<file path="src/rtl/ysyx_24100005_mux_key_reg.sv">
// Register with synchronous reset and write enable, plus an independent
// combinational key/data lookup table with a default value.
module ysyx_24100005_mux_key_reg #(
    parameter int              WIDTH     = 32,
    parameter logic [WIDTH-1:0] RESET_VAL = '0,
    parameter int              NR_KEY    = 2,
    parameter int              KEY_LEN   = 1,
    parameter int              DATA_LEN  = 1
) (
    input  logic                               clk,
    input  logic                               rst,
    input  logic [WIDTH-1:0]                   din,
    input  logic                               wen,
    output logic [WIDTH-1:0]                   dout,
    input  logic [KEY_LEN-1:0]                 key,
    input  logic [DATA_LEN-1:0]                default_out,
    input  logic [NR_KEY*(KEY_LEN+DATA_LEN)-1:0] lut,
    output logic [DATA_LEN-1:0]                out
);

    localparam int P = KEY_LEN + DATA_LEN;

    always_ff @(posedge clk) begin
        if (rst) begin
            dout <= RESET_VAL;
        end else if (wen) begin
            dout <= din;
        end
    end

    logic [NR_KEY-1:0]   hit;
    logic [DATA_LEN-1:0] pair_data [NR_KEY];

    for (genvar i = 0; i < NR_KEY; i++) begin : g_pair
        assign hit[i]       = (lut[i*P+DATA_LEN +: KEY_LEN] == key);
        assign pair_data[i] = lut[i*P +: DATA_LEN];
    end

    // Walk from the top down so the lowest-indexed match is written last.
    always_comb begin
        out = default_out;
        for (int i = NR_KEY - 1; i >= 0; i--) begin
            if (hit[i]) begin
                out = pair_data[i];
            end
        end
    end

endmodule

</file>
<file path="config.mk">
export PLATFORM = sky130hd
export DESIGN_NAME = ysyx_24100005_mux_key_reg
export DESIGN_NICKNAME = d
export VERILOG_FILES = /design/src/rtl/ysyx_24100005_mux_key_reg.sv
export SDC_FILE = /design/constraint.sdc
export NUM_CORES = 1
export LEC_CHECK = 0
export CORE_MARGIN = 2
export CORE_UTILIZATION = 30
export DETAILED_ROUTE_END_ITERATION = 8
export PLACE_DENSITY = 0.66
export SLEW_MARGIN = 20
export SYNTH_ARGS = -nofsm -noshare
export SYNTH_HDL_FRONTEND = slang
export SYNTH_SLANG_ARGS = --single-unit
</file>
<file path="constraint.sdc">
create_clock -name clk -period 0.88 [get_ports clk]
set_input_delay 0.176 -clock clk [delete_from_list [all_inputs] [get_ports clk]]
set_output_delay 0.176 -clock clk [all_outputs]
set_load 0.01 [all_outputs]
</file>
==> impl_metrics.py <==
metrics = {
    "detailed_routing": {
        "route.vias.total": 1072,
        "viasPerCell": 4.45,
        "wirelength_mm": 3.26,
        "post-route-drc-count": 0,
        "wire_per_inst_um": 13.5,
        "drt_first_pass_iters": 4,
        "drt_iter0_markers": 16,
        "postRouteAntennaNets": 0,
    },
    "finish": {
        "layout_common_cells": "clkdlybuf4s50_1 (34), buf_6 (34), nor2_1 (33)",
        "regMostFlops": "dout",
        "insertedDiodeCount": 0,
        "drive_gt1_frac": 0.472,
        "area_growth_pct": 85.8,
        "postLayoutCoreUtil": 0.594,
        "final_net_count": 233,
        "largest_reg_flops": 32,
        "reg.largest.list": "dout: 32 flops",
        "finalInstanceArea_um2": 2220,
    },
    "power": {
        "power_mw": 3.82,
        "leakagePower_nw": 1.03,
        "vdd_ir_drop_max_mv": 0.840,
        "p_per_area_nw_per_um2": 1720,
    },
    "sta": {
        "finClkSkew_ps": 0,
        "finalCritPeriodShare": 1.30,
        "hold_viol": 0,
        "rsz0062_at_grt": "yes",
        "fmax_mhz": 875,
        "timing.hold.ws_ps": 405,
        "worstMarginPinSlew_ps": 154,
        "setup_viol": 33,
        "slew_headroom": 0.894,
        "timing.final.crit_period_ps": 1140,
        "drv_slew": 0,
        "setup_slack_ps": -263,
    },
    "grt": {
        "busiest_layer": "met2",
        "grt_max_degree": 33,
        "grt_pass1_vias": 1075,
        "grt_antenna_before_repair": 0,
        "grt.met1_usage": 0.153,
        "grt_util_met2": 0.255,
        "grt_remaining_overflow": 0,
        "use_met3": 0.0817,
        "track_usage": 0.150,
        "grt_pass1_wl_mm": 4.87,
    },
    "logic_synthesis": {
        "ys_ff_latch": 32,
        "synthMuxAreaShare": 0.268,
        "synth_top_family_by_area": "multiplexers",
        "yosysSeqAreaShare": 0.536,
        "synth-compound-area-share": 0.0262,
        "synth_fp_nets": 154,
        "synth_area_um2": 1200,
        "synth-simple-area-share": 0.123,
        "postSynthAreaPerCell_um2": 10.6,
        "synth-warning-count": 0,
        "syn_inst": 113,
        "synth_xor_area_frac": 0,
        "yosysUniqueCellTypes": 13,
        "synthAdderAreaFrac": 0,
    },
    "placement": {
        "post_dp_cell_area_um2": 1980,
        "io_buffers": 73,
        "gp_congestion": 0.716,
        "hpwl_mm": 2.20,
    },
    "cts": {
        "h-tree-depth": 2,
        "ctsRootBufferMaster": "clkbuf_8",
        "path_clk_slew_ps": 70,
        "cts_buffer_depth": 2,
        "clock_sinks": 32,
        "cts_tree": "done",
        "numCtsBuffers": 5,
        "cts_hold_buf": 0,
        "clock_latency_ps": 280,
    },
    "run_status": {
        "violations": "setup timing",
        "status": "finished, violations left",
    },
    "worst_setup_path": {
        "slowest_stage": "o311a_1",
        "slowest_delay_ps": 360,
        "crit_fanout": 3,
        "start_kind": "input port",
        "worstSetupPathType": "in -> out",
        "required_ps": 700,
        "cp.depth": 4,
        "worstSetupEndpointType": "output pin",
        "path_delay_family": "compound AO/OA/AOI/OAI gates",
        "cp_cell_sequence": "buf_8 > o311a_1 > o22a_1 > buf_2",
        "worstRegToRegCells": 3,
        "worst-path-buf-inv": 2,
        "arrival_ps": 970,
    },
    "flow_run": {
        "maxCapViolations": 0,
    },
    "floorplanning": {
        "start_util": 0.320,
        "die_x_um": 67.1,
        "core_area_um2": 3740,
        "placementRows": 22,
        "pin_count": 74,
        "die-area_um2": 4510,
        "die_y_um": 67.1,
    },
    "worst_hold_path": {
        "hold_class": "in -> reg",
        "whs_path_depth": 4,
    },
}
per-stage QoR:
stage,setup TNS [ps],setup slack [ps],cells
after floorplan,-17.9,-17.9,113
after global placement,-11220,-978,230
after detailed placement,-11700,-1040,230
after CTS,-1010,-252,240
after global routing,-1750,-297,241
final,-633,-263,241
final timing paths:
kind,from,endpoint,slack (ps)
worst max-delay path,lut[1],out,-260
worst min-delay path,wen,dout[13]$_SDFFE_PP0P_,400
worst max register to register,dout[29]$_SDFFE_PP0P_,dout[29]$_SDFFE_PP0P_,130
worst min register to register,dout[0]$_SDFFE_PP0P_,dout[0]$_SDFFE_PP0P_,490
cell usage after synthesis (all sizes together):
library cell  number  area (um2)
clkbuf             3        11.3
nor2              35         131
o311a              1        10.0
buf                4        41.3
and3b              1        10.0
a211oi             1        7.51
a21oi              1        5.00
inv                1        3.75
o22a               1        8.76
mux2i             32         320
dfxtp             32         641
nand2b             1        6.26
cell families (layout without fill, tap and decap cells):
logic type,after synthesis,in the layout
muxes,32,32
DFF,32,32
and+or+nand+nor,37,37
AOI/OAI and AO/OA,4,4
buffers and inverters,8,88
worst reg2reg max path: stages, from the launching register on:
cell	delay, ps
dfxtp_2	330
buf_4	120
mux2i_1	140
nor2_1	50
per-layer routing:
metal,routed length [um],share of wire
met1,1220,0.37
met2,1700,0.52
met4,29,0.0089
met3,315,0.097
met5,0,0
power breakdown:
group	leakage, nW	switching, mW	total (mW)	internal (mW)
registers	0.275	0.0597	1.61	1.55
clock network	0.0645	0.527	1.53	0.998
logic	0.686	0.244	0.681	0.436
area by class of cell:
| cell class | count | area (um2) |
|---|---|---|
| repair buffers | 79 | 826 |
| flip-flops and latches | 32 | 681 |
| clock inverters | 1 | 30.0 |
| clock buffers | 7 | 96.3 |
| well taps | 48 | 60.1 |
| multi-input cells | 73 | 526 |
| fillers | 303 | 1520 |
| inverters | 1 | 3.75 |
what timing repair did:
action	CTS	global route
endpoints found under the setup margin	33	33
gates cloned	0	0
gates resized for setup	222	5
setup buffers	2	1
pin swaps	2	2
No activity file was read; power rests on OpenSTA's default activity.
